`src/rtl/alu_share_arbiter_pkg.sv`:
```
// Shared types for the ALU share arbiter: FSM state encoding and ALU control codes.
// The FSM is single-issue: IDLE grants, EXEC lets the ALU settle, RESP holds the result.
package alu_arb_pkg;

    typedef enum logic [1:0] {
        IDLE = 2'd0,
        EXEC = 2'd1,
        RESP = 2'd2
    } arb_state_e;

    localparam logic [3:0] ALU_AND = 4'b0000;
    localparam logic [3:0] ALU_OR  = 4'b0001;
    localparam logic [3:0] ALU_ADD = 4'b0010;
    localparam logic [3:0] ALU_SLL = 4'b0011;
    localparam logic [3:0] ALU_SRL = 4'b0100;
    localparam logic [3:0] ALU_JR  = 4'b0101;
    localparam logic [3:0] ALU_SUB = 4'b0110;
    localparam logic [3:0] ALU_SLT = 4'b0111;
    localparam logic [3:0] ALU_NOR = 4'b1100;

endpackage

```
`src/rtl/alu_share_arbiter_if.sv`:
```
// Request/response/ALU signal bundle for the arbiter; slave = arbiter side,
// master = requesters plus the ALU instance.
interface alu_share_arbiter_if #(
    parameter int DATA_W = 32,
    parameter int CTR_W  = 4
);
    logic              req0_valid;
    logic              req0_ready;
    logic [DATA_W-1:0] req0_a;
    logic [DATA_W-1:0] req0_b;
    logic [CTR_W-1:0]  req0_ctr;
    logic              req1_valid;
    logic              req1_ready;
    logic [DATA_W-1:0] req1_a;
    logic [DATA_W-1:0] req1_b;
    logic [CTR_W-1:0]  req1_ctr;

    logic              rsp0_valid;
    logic              rsp0_ready;
    logic [DATA_W-1:0] rsp0_res;
    logic              rsp0_zero;
    logic              rsp1_valid;
    logic              rsp1_ready;
    logic [DATA_W-1:0] rsp1_res;
    logic              rsp1_zero;

    logic [DATA_W-1:0] alu_input1;
    logic [DATA_W-1:0] alu_input2;
    logic [CTR_W-1:0]  alu_ctr;
    logic [DATA_W-1:0] alu_res;
    logic              alu_zero;

    modport slave (
        input  req0_valid, req0_a, req0_b, req0_ctr,
        input  req1_valid, req1_a, req1_b, req1_ctr,
        output req0_ready, req1_ready,
        output rsp0_valid, rsp0_res, rsp0_zero,
        output rsp1_valid, rsp1_res, rsp1_zero,
        input  rsp0_ready, rsp1_ready,
        output alu_input1, alu_input2, alu_ctr,
        input  alu_res, alu_zero
    );

    modport master (
        output req0_valid, req0_a, req0_b, req0_ctr,
        output req1_valid, req1_a, req1_b, req1_ctr,
        input  req0_ready, req1_ready,
        input  rsp0_valid, rsp0_res, rsp0_zero,
        input  rsp1_valid, rsp1_res, rsp1_zero,
        output rsp0_ready, rsp1_ready,
        input  alu_input1, alu_input2, alu_ctr,
        output alu_res, alu_zero
    );

endinterface

```
`src/rtl/alu_share_arbiter_rr_picker.sv`:
```
// Two-way grant picker, purely combinational; last=1 means requester 1 won the
// previous grant, so requester 0 wins a tie. fixed_prio forces requester 0 on ties.
module alu_rr_picker (
    input  logic       valid0,
    input  logic       valid1,
    input  logic       last,
    input  logic       fixed_prio,
    output logic [1:0] grant
);

    always_comb begin
        grant = 2'b00;
        if (valid0 && valid1) begin
            grant = (fixed_prio || last) ? 2'b01 : 2'b10;
        end else begin
            grant = {valid1, valid0};
        end
    end

endmodule

```
`src/rtl/alu_share_arbiter.sv`:
```
// Shares one ALU between two requesters; accept->rsp_valid latency 2 cycles, one op in flight,
// result held until the owner takes it. ALU_ARB_FIXED_PRIO_EN: requester 0 always wins ties.
module alu_share_arbiter #(
    parameter int DATA_W = 32,
    parameter int CTR_W  = 4
) (
    input  logic                clk,
    input  logic                reset,
    alu_share_arbiter_if.slave  bus
);
    import alu_arb_pkg::*;

    arb_state_e        state_q, state_d;
    logic              owner_q, owner_d;
    logic [DATA_W-1:0] in1_q, in1_d;
    logic [DATA_W-1:0] in2_q, in2_d;
    logic [CTR_W-1:0]  ctr_q, ctr_d;
    logic [DATA_W-1:0] res_q, res_d;
    logic              zero_q, zero_d;

    logic [1:0]        gnt;
    logic [1:0]        req_rdy;
    logic [1:0]        rsp_vld;
    logic              rsp_take;
    logic              last_w;
    logic              fixed_prio_w;

`ifdef ALU_ARB_FIXED_PRIO_EN
    assign last_w       = 1'b1;
    assign fixed_prio_w = 1'b1;
`else
    logic last_q, last_d;

    assign last_w       = last_q;
    assign fixed_prio_w = 1'b0;

    // Pointer moves only when a request is actually accepted.
    always_comb begin
        last_d = last_q;
        if (|req_rdy) begin
            last_d = req_rdy[1];
        end
    end

    always_ff @(posedge clk or posedge reset) begin
        if (reset) begin
            last_q <= 1'b1;
        end else begin
            last_q <= last_d;
        end
    end
`endif

    alu_rr_picker u_picker (
        .valid0     (bus.req0_valid),
        .valid1     (bus.req1_valid),
        .last       (last_w),
        .fixed_prio (fixed_prio_w),
        .grant      (gnt)
    );

    always_comb begin
        // Gated by reset so ready reads 0 the instant reset rises, even with valids held.
        req_rdy  = (state_q == IDLE && !reset) ? gnt : 2'b00;
        rsp_take = (state_q == RESP) && (owner_q ? bus.rsp1_ready : bus.rsp0_ready);
        state_d  = state_q;
        owner_d  = owner_q;
        in1_d    = in1_q;
        in2_d    = in2_q;
        ctr_d    = ctr_q;
        res_d    = res_q;
        zero_d   = zero_q;
        case (state_q)
            IDLE: begin
                if (|req_rdy) begin
                    state_d = EXEC;
                    owner_d = req_rdy[1];
                    in1_d   = req_rdy[1] ? bus.req1_a   : bus.req0_a;
                    in2_d   = req_rdy[1] ? bus.req1_b   : bus.req0_b;
                    ctr_d   = req_rdy[1] ? bus.req1_ctr : bus.req0_ctr;
                end
            end
            EXEC: begin
                state_d = RESP;
                res_d   = bus.alu_res;
                zero_d  = bus.alu_zero;
            end
            RESP: begin
                if (rsp_take) begin
                    state_d = IDLE;
                end
            end
            default: state_d = IDLE;
        endcase
    end

    always_ff @(posedge clk or posedge reset) begin
        if (reset) begin
            state_q <= IDLE;
            owner_q <= 1'b0;
            in1_q   <= '0;
            in2_q   <= '0;
            ctr_q   <= '0;
            res_q   <= '0;
            zero_q  <= 1'b0;
        end else begin
            state_q <= state_d;
            owner_q <= owner_d;
            in1_q   <= in1_d;
            in2_q   <= in2_d;
            ctr_q   <= ctr_d;
            res_q   <= res_d;
            zero_q  <= zero_d;
        end
    end

    assign rsp_vld[0] = (state_q == RESP) && !owner_q;
    assign rsp_vld[1] = (state_q == RESP) &&  owner_q;

    assign bus.req0_ready = req_rdy[0];
    assign bus.req1_ready = req_rdy[1];
    assign bus.rsp0_valid = rsp_vld[0];
    assign bus.rsp1_valid = rsp_vld[1];
    // Non-owner result lanes read zero rather than exposing the other requester's data.
    assign bus.rsp0_res   = rsp_vld[0] ? res_q  : '0;
    assign bus.rsp0_zero  = rsp_vld[0] ? zero_q : 1'b0;
    assign bus.rsp1_res   = rsp_vld[1] ? res_q  : '0;
    assign bus.rsp1_zero  = rsp_vld[1] ? zero_q : 1'b0;
    assign bus.alu_input1 = in1_q;
    assign bus.alu_input2 = in2_q;
    assign bus.alu_ctr    = ctr_q;

endmodule
```
`src/flat_wrapper.sv`:
```
// flat-port wrapper written by rule: the top's interface ports become plain ports
module alu_share_arbiter_flat import alu_arb_pkg::*;
#(
    parameter int DATA_W = 32,
    parameter int CTR_W  = 4
)
  (clk, reset, bus_req0_valid, bus_req0_a, bus_req0_b, bus_req0_ctr, bus_req1_valid, bus_req1_a, bus_req1_b, bus_req1_ctr, bus_req0_ready, bus_req1_ready, bus_rsp0_valid, bus_rsp0_res, bus_rsp0_zero, bus_rsp1_valid, bus_rsp1_res, bus_rsp1_zero, bus_rsp0_ready, bus_rsp1_ready, bus_alu_input1, bus_alu_input2, bus_alu_ctr, bus_alu_res, bus_alu_zero);
  alu_share_arbiter_if #(.DATA_W(DATA_W), .CTR_W(CTR_W)) bus_i ();
  input  logic clk;
  input  logic reset;
  input wire logic [$bits(bus_i.req0_valid)-1:0] bus_req0_valid;
  input wire logic [$bits(bus_i.req0_a)-1:0] bus_req0_a;
  input wire logic [$bits(bus_i.req0_b)-1:0] bus_req0_b;
  input wire logic [$bits(bus_i.req0_ctr)-1:0] bus_req0_ctr;
  input wire logic [$bits(bus_i.req1_valid)-1:0] bus_req1_valid;
  input wire logic [$bits(bus_i.req1_a)-1:0] bus_req1_a;
  input wire logic [$bits(bus_i.req1_b)-1:0] bus_req1_b;
  input wire logic [$bits(bus_i.req1_ctr)-1:0] bus_req1_ctr;
  output wire logic [$bits(bus_i.req0_ready)-1:0] bus_req0_ready;
  output wire logic [$bits(bus_i.req1_ready)-1:0] bus_req1_ready;
  output wire logic [$bits(bus_i.rsp0_valid)-1:0] bus_rsp0_valid;
  output wire logic [$bits(bus_i.rsp0_res)-1:0] bus_rsp0_res;
  output wire logic [$bits(bus_i.rsp0_zero)-1:0] bus_rsp0_zero;
  output wire logic [$bits(bus_i.rsp1_valid)-1:0] bus_rsp1_valid;
  output wire logic [$bits(bus_i.rsp1_res)-1:0] bus_rsp1_res;
  output wire logic [$bits(bus_i.rsp1_zero)-1:0] bus_rsp1_zero;
  input wire logic [$bits(bus_i.rsp0_ready)-1:0] bus_rsp0_ready;
  input wire logic [$bits(bus_i.rsp1_ready)-1:0] bus_rsp1_ready;
  output wire logic [$bits(bus_i.alu_input1)-1:0] bus_alu_input1;
  output wire logic [$bits(bus_i.alu_input2)-1:0] bus_alu_input2;
  output wire logic [$bits(bus_i.alu_ctr)-1:0] bus_alu_ctr;
  input wire logic [$bits(bus_i.alu_res)-1:0] bus_alu_res;
  input wire logic [$bits(bus_i.alu_zero)-1:0] bus_alu_zero;
  assign bus_i.req0_valid = bus_req0_valid;
  assign bus_i.req0_a = bus_req0_a;
  assign bus_i.req0_b = bus_req0_b;
  assign bus_i.req0_ctr = bus_req0_ctr;
  assign bus_i.req1_valid = bus_req1_valid;
  assign bus_i.req1_a = bus_req1_a;
  assign bus_i.req1_b = bus_req1_b;
  assign bus_i.req1_ctr = bus_req1_ctr;
  assign bus_req0_ready = bus_i.req0_ready;
  assign bus_req1_ready = bus_i.req1_ready;
  assign bus_rsp0_valid = bus_i.rsp0_valid;
  assign bus_rsp0_res = bus_i.rsp0_res;
  assign bus_rsp0_zero = bus_i.rsp0_zero;
  assign bus_rsp1_valid = bus_i.rsp1_valid;
  assign bus_rsp1_res = bus_i.rsp1_res;
  assign bus_rsp1_zero = bus_i.rsp1_zero;
  assign bus_i.rsp0_ready = bus_rsp0_ready;
  assign bus_i.rsp1_ready = bus_rsp1_ready;
  assign bus_alu_input1 = bus_i.alu_input1;
  assign bus_alu_input2 = bus_i.alu_input2;
  assign bus_alu_ctr = bus_i.alu_ctr;
  assign bus_i.alu_res = bus_alu_res;
  assign bus_i.alu_zero = bus_alu_zero;
  alu_share_arbiter #(.DATA_W(DATA_W), .CTR_W(CTR_W)) u_core (.clk(clk), .reset(reset), .bus(bus_i));
endmodule
```
`config.mk`:
```
export PLATFORM = sky130hd
export DESIGN_NAME = alu_share_arbiter_flat
export DESIGN_NICKNAME = d
export VERILOG_FILES = /design/src/rtl/alu_share_arbiter_pkg.sv /design/src/rtl/alu_share_arbiter_if.sv /design/src/rtl/alu_share_arbiter_rr_picker.sv /design/src/rtl/alu_share_arbiter.sv /design/src/flat_wrapper.sv
export SDC_FILE = /design/constraint.sdc
export NUM_CORES = 1
export LEC_CHECK = 0
export ABC_AREA = 1
export CAP_MARGIN = 20
export CORE_MARGIN = 3
export CORE_UTILIZATION = 25
export CTS_CLUSTER_SIZE = 8
export DETAILED_ROUTE_END_ITERATION = 6
export DONT_BUFFER_PORTS = 1
export HOLD_SLACK_MARGIN = 0.03
export PLACE_DENSITY = 0.46
export SYNTH_ARGS = -nofsm -noshare
export SYNTH_HDL_FRONTEND = slang
export SYNTH_SLANG_ARGS = --single-unit
```
`constraint.sdc`:
```
create_clock -name clk -period 3.8 [get_ports clk]
set_input_delay 0.57 -clock clk [delete_from_list [all_inputs] [get_ports clk]]
set_output_delay 0.57 -clock clk [all_outputs]
set_load 0.005 [all_outputs]
```
==> results of run 1 <==
## per-layer routing
metal	vias up	track usage, %	wire [um]
met4	0	4.50	323
met1	2327	16.5	7730
met2	241	22.4	8430
met3	20	4.46	1640
met5	-	0	0
li1	2512	-	-
## flip-flops by register name (all words and copies together), names as in the netlist
signal and flops:
u_core.zero_q 1, u_core.res_q 32, u_core.owner_q 1, u_core.bus.alu_input2 32
u_core.state_q 2, u_core.bus.alu_ctr 4, u_core.last_q 1, u_core.bus.alu_input1 32
## metrics by stage
step / hold slack, ps / total power, mW
after floorplan: 444 / 3.28
after global placement: 457 / 3.76
after detailed placement: 460 / 3.78
after CTS: 304 / 4.78
after global routing: 342 / 5.09
final: 290 / 4.66
## cell usage in the layout, fill, tap and decap left out, drive strengths merged
master | Yosys | routed
a21oi | 33 | 33
buf | 31 | 13
bufinv | 0 | 1
clkbuf | 31 | 11
clkinv | 0 | 1
clkinvlp | 0 | 2
dfrtp | 104 | 104
dfstp | 1 | 1
inv | 111 | 112
nand2 | 214 | 214
nand3 | 138 | 138
nor2 | 101 | 101
o21ai | 2 | 2
o21bai | 68 | 68
o221ai | 1 | 1
## power breakdown
| group | internal [mW] | switching, mW | leakage (nW) |
|---|---|---|---|
| clock network | 0.534 | 0.430 | 0.142 |
| logic | 0.504 | 1.14 | 2.10 |
| registers | 1.65 | 0.405 | 1.26 |
| total | 2.69 | 1.98 | 3.50 |
## area by class of cell
class	instances	area (sq um)	area share, %
sequential	105	2630	40.8
multi-input combinational	557	2610	40.4
inverter	111	419	6.50
tap	313	392	6.07
clock buffer	11	243	3.76
timing repair buffer	13	97.6	1.51
clock inverter	5	62.6	0.970
## kinds of logic (layout without fill, tap and decap cells)
group	count (synthesis)	count (layout)	share of synthesized area, %
buf+inv	173	140	11.9
simple gates	453	453	32.1
compound gates	104	104	11.7
flops	105	105	44.3
## final timing paths
path | from | end | slack [ps] | cells after the start
min | reset | u_core.state_q[0]$_DFFE_PP0P_ | 290 | 2
max reg2reg | u_core.state_q[0]$_DFFE_PP0P_ | u_core.bus.alu_input1[22]$_DFFE_PP0P_ | 1900 | 8
min in group clk | bus_alu_res[19] | u_core.res_q[19]$_DFFE_PP0N_ | 390 | 2
max | u_core.last_q$_DFFE_PP1P_ | bus_req1_ready | 1340 | 6
min reg2reg | u_core.last_q$_DFFE_PP1P_ | u_core.last_q$_DFFE_PP1P_ | 470 | 2
max in group asynchronous | reset | u_core.bus.alu_input1[3]$_DFFE_PP0P_ | 2290 | 3
## worst register-to-register path, cell delays in order, from the launching register on
cell and delay (ps):
dfrtp_1 420, inv_2 80, nand2_2 90, nor2_8 120, nand2_2 80, nand2_2 450
buf_4 420, nand2_1 120, nand2_1 60
==> metrics.yaml, run 1 <==
power:
  power.density_nw_per_um2: 723
  vdd_drop_max_mv: 0.217
  p_leak_nw: 3.50
worst_setup_path:
  critical_path.cell_chain: "nand2_1 > nand2_2 > inv_2 > nand2_4 > buf_4 > inv_1"
  worstPathMaxFanout: 71
  cp_data_arrival_time_ps: 1890
  criticalPathCategory: "flip-flop to output port"
  required_ps: 3230
  critPathTopFamily: "buffers and inverters"
  path_buf_inv: 3
  slowest_delay_ps: 610
  worstSetupEndpointType: "output port"
  critical_path.slowest_cell: "buf_4"
  start_kind: "flip-flop"
synthesis:
  synth-seq-cells: 105
  yosysSeqAreaShare_pct: 44.3
  ys.flop_type: "dfrtp_1"
  synth.most_common_cell: "nand2_1"
  synth_cell_type_count: 19
  postSynthAreaPerCell_sq_um: 7.11
  yosysWarnings: 0
  mappedNetlistArea_sq_um: 5930
  synth.net_count: 1010
  syn_inst: 835
  synthTopCellsByCount: "nand2_1 (209), nand3_1 (138), inv_1 (107)"
  async_reset_ff_share_pct: 100
  synth_top_cell_area_share_pct: 43.9
  synth.area.top_cells: "dfrtp_1 (44%), nand2_1 (13%), nand3_1 (12%), o21bai_1 (8.6%), inv_1 (6.8%)"
  synth_edf_count: 0
  synth_top_cell_by_area: "dfrtp_1"
timing:
  fin_setup_tns_ps: 0
  min_period_over_period_pct: 64.7
  setup_ws_ps: 1340
  fin_skew_ps: 9.15
  max_slew_margin_pct: 44.5
  finalHoldViolations: 0
  fmax_mhz: 407
  setup_viol: 0
  min_period_ps: 2460
  tightestPinTransition_ps: 832
  drv_slew: 0
  rsz0062_at_grt: "false"
floorplanning:
  ios: 313
  die_h_um: 160
  initial_core_util_pct: 25.8
  num_rows: 55
  die_width_um: 160
  die_area_sq_um: 25600
  core_area_sq_um: 23000
cells_and_area:
  area_growth_pct: 8.67
  utilization_pct: 28.1
  fill_cells: 2568
  stdcell_count: 1115
  finalNetCount: 972
  final_area_sq_um: 6450
  drive_above_1_share_pct: 5.11
  antenna_cells: 0
detailed_routing:
  drt_iter0_drc: 280
  vias_per_cell: 4.57
  ant_nets: 0
  drt-pass1-iter-count: 4
  wirelength_um: 18100
  drc_errors: 0
  wl_per_cell_um: 16.3
  dr_total_vias: 5100
status:
  outcome: "completed"
placed_design:
  gp_congestion: 0.735
  dp_slack_ps: 1560
  placedCellCount: 1099
  hpwl_um: 12600
  post_dp_cell_area_sq_um: 6140
  portBuffers: 0
clock_network:
  numCtsBuffers: 9
  cts.clk_slew.worst_paths_ps: 70
  insertion_delay_ps: 340
  holdBufCountCts: 0
  post_cts_buffers: 0
  ctsHtreeMaxLevel: 3
  tritoncts: "done"
  cts_root_buf: "clkbuf_16"
  cts_resized: 0
  clk_path_buf_depth: 2
  clock_sinks: 105
grt:
  grt_max_degree: 72
  grt.total_usage_pct: 13.5
  grt_pass1_vias: 4816
  overflow: 0
  antenna_found_initial: 0
  grt_pass1_wl_um: 27800
flow_run:
  drv_cap: 0
worst_hold_path:
  worstHoldPathType: "primary input to async pin"
Power figures use the tool's default switching activity.
==> run 2, diff against run 1 <==
==> constraint.sdc (replaced) <==
create_clock -name clk -period 2.5 [get_ports clk]
set_input_delay 0.375 -clock clk [delete_from_list [all_inputs] [get_ports clk]]
set_output_delay 0.375 -clock clk [all_outputs]
set_load 0.005 [all_outputs]
==> metrics.yaml, run 2 (same netlist as run 1, synthesis figures left out) <==
cells_and_area:
  area_growth_pct: 9.72
  finalNetCount: 975
  final_area_sq_um: 6510
  mostFrequentLayoutCell: "nand2_1"
  drive_above_1_share_pct: 5.34
  layout_common_cells: "nand2_1 (207), nand3_1 (138), inv_1 (107)"
  stdcell_count: 1118
  fill_cells: 2561
  antenna_cells: 0
grt:
  antenna_found_initial: 0
  grt.total_usage_pct: 14.1
  grt_max_degree: 69
  grt_pass1_wl_um: 28400
  overflow: 0
  grt_pass1_vias: 4805
clock_network:
  cts.clk_slew.worst_paths_ps: 70
  cts_root_buf: "clkbuf_16"
  tritoncts: "done"
  clk_path_buf_depth: 2
  ctsHtreeMaxLevel: 3
  holdBufCountCts: 0
  clock_sinks: 105
  numCtsBuffers: 9
  insertion_delay_ps: 350
  post_cts_buffers: 0
  cts_resized: 0
detailed_routing:
  vias_per_cell: 4.52
  wirelength_um: 18700
  wl_per_cell_um: 16.8
  drt_iter0_drc: 222
  drc_errors: 0
  ant_nets: 0
  drt-pass1-iter-count: 6
  dr_total_vias: 5054
status:
  outcome: "completed"
timing:
  fmax_mhz: 515
  min_period_ps: 1940
  fin_skew_ps: 8.47
  rsz0062_at_grt: "false"
  fin_setup_tns_ps: 0
  finalHoldViolations: 0
  tightestPinTransition_ps: 770
  max_slew_margin_pct: 48.7
  setup_viol: 0
  min_period_over_period_pct: 77.7
  drv_slew: 0
worst_setup_path:
  slowest_delay_ps: 530
  criticalPathCategory: "flip-flop to output port"
  worstPathMaxFanout: 27
  cp_data_arrival_time_ps: 1570
  critPathTopFamily: "flip-flops"
  critical_path.cell_chain: "nand2_1 > o21ai_1 > nand2_2 > buf_4 > inv_1"
  start_kind: "flip-flop"
  worstSetupEndpointType: "output port"
  critical_path.slowest_cell: "dfstp_2"
  required_ps: 2120
  path_buf_inv: 2
placed_design:
  portBuffers: 0
  placedCellCount: 1102
  post_dp_cell_area_sq_um: 6220
  gp_congestion: 0.707
  hpwl_um: 13000
power:
  p_leak_nw: 3.53
  vdd_drop_max_mv: 0.344
  power.density_nw_per_um2: 1100
worst_hold_path:
  worstHoldPathType: "primary input to async pin"
floorplanning:
  die_width_um: 160
  die_h_um: 160
  core_area_sq_um: 23000
  die_area_sq_um: 25600
  num_rows: 55
  ios: 313
  initial_core_util_pct: 25.8
flow_run:
  drv_cap: 0
[run 2: cell types whose count changed in the layout (fill, tap and decap cells not counted), sizes merged]
cell | before | now
buf | 13 | 16
clkinv | 1 | 0
inv | 112 | 113
[run 2: cell type report]
cell class / count / area, sq um / share of cell area (%)
sequential: 105 / 2630 / 40.4
multi-input combinational: 557 / 2610 / 40.0
inverter: 111 / 419 / 6.44
tap: 313 / 392 / 6.01
clock buffer: 11 / 233 / 3.57
timing repair buffer: 16 / 170 / 2.61
clock inverter: 5 / 62.6 / 0.961
[run 2: metrics by stage]
step           hold WS, ps  worst slack (ps)  utilization [%]  power [mW]
2_1_floorplan          444               277                -        4.99
3_3_place_gp           456               718             27.0        5.82
3_5_place_dp           460               690             27.0        5.84
4_1_cts                126               508             28.3        7.36
5_1_grt                161               443             28.3        7.83
6_report               108               559             28.3        7.17
[run 2: per-layer routing]
layer,global-route usage (%),wire [um]
met2,24.2,9160
met5,0,0
met3,5.06,1740
met1,16.6,7610
met4,4.02,232
[run 2: worst paths after layout]
kind	endpoint	startpoint	slack [ps]	cells after the start
min in group clk	u_core.res_q[4]$_DFFE_PP0N_	bus_alu_res[4]	180	2
worst min register to register	u_core.last_q$_DFFE_PP1P_	u_core.last_q$_DFFE_PP1P_	470	2
worst max register to register	u_core.bus.alu_input2[4]$_DFFE_PP0P_	u_core.state_q[0]$_DFFE_PP0P_	710	8
max in group asynchronous	u_core.bus.alu_input2[4]$_DFFE_PP0P_	reset	1880	2
worst max-delay path	bus_req0_ready	u_core.last_q$_DFFE_PP1P_	560	5
worst min-delay path	u_core.res_q[13]$_DFFE_PP0N_	reset	110	2
[run 2: power breakdown]
part / internal [mW] / switching, mW / total [mW] / leakage, nW
clock: 0.786 / 0.655 / 1.44 / 0.137
sequential: 2.51 / 0.618 / 3.12 / 1.26
combinational: 0.830 / 1.78 / 2.61 / 2.13
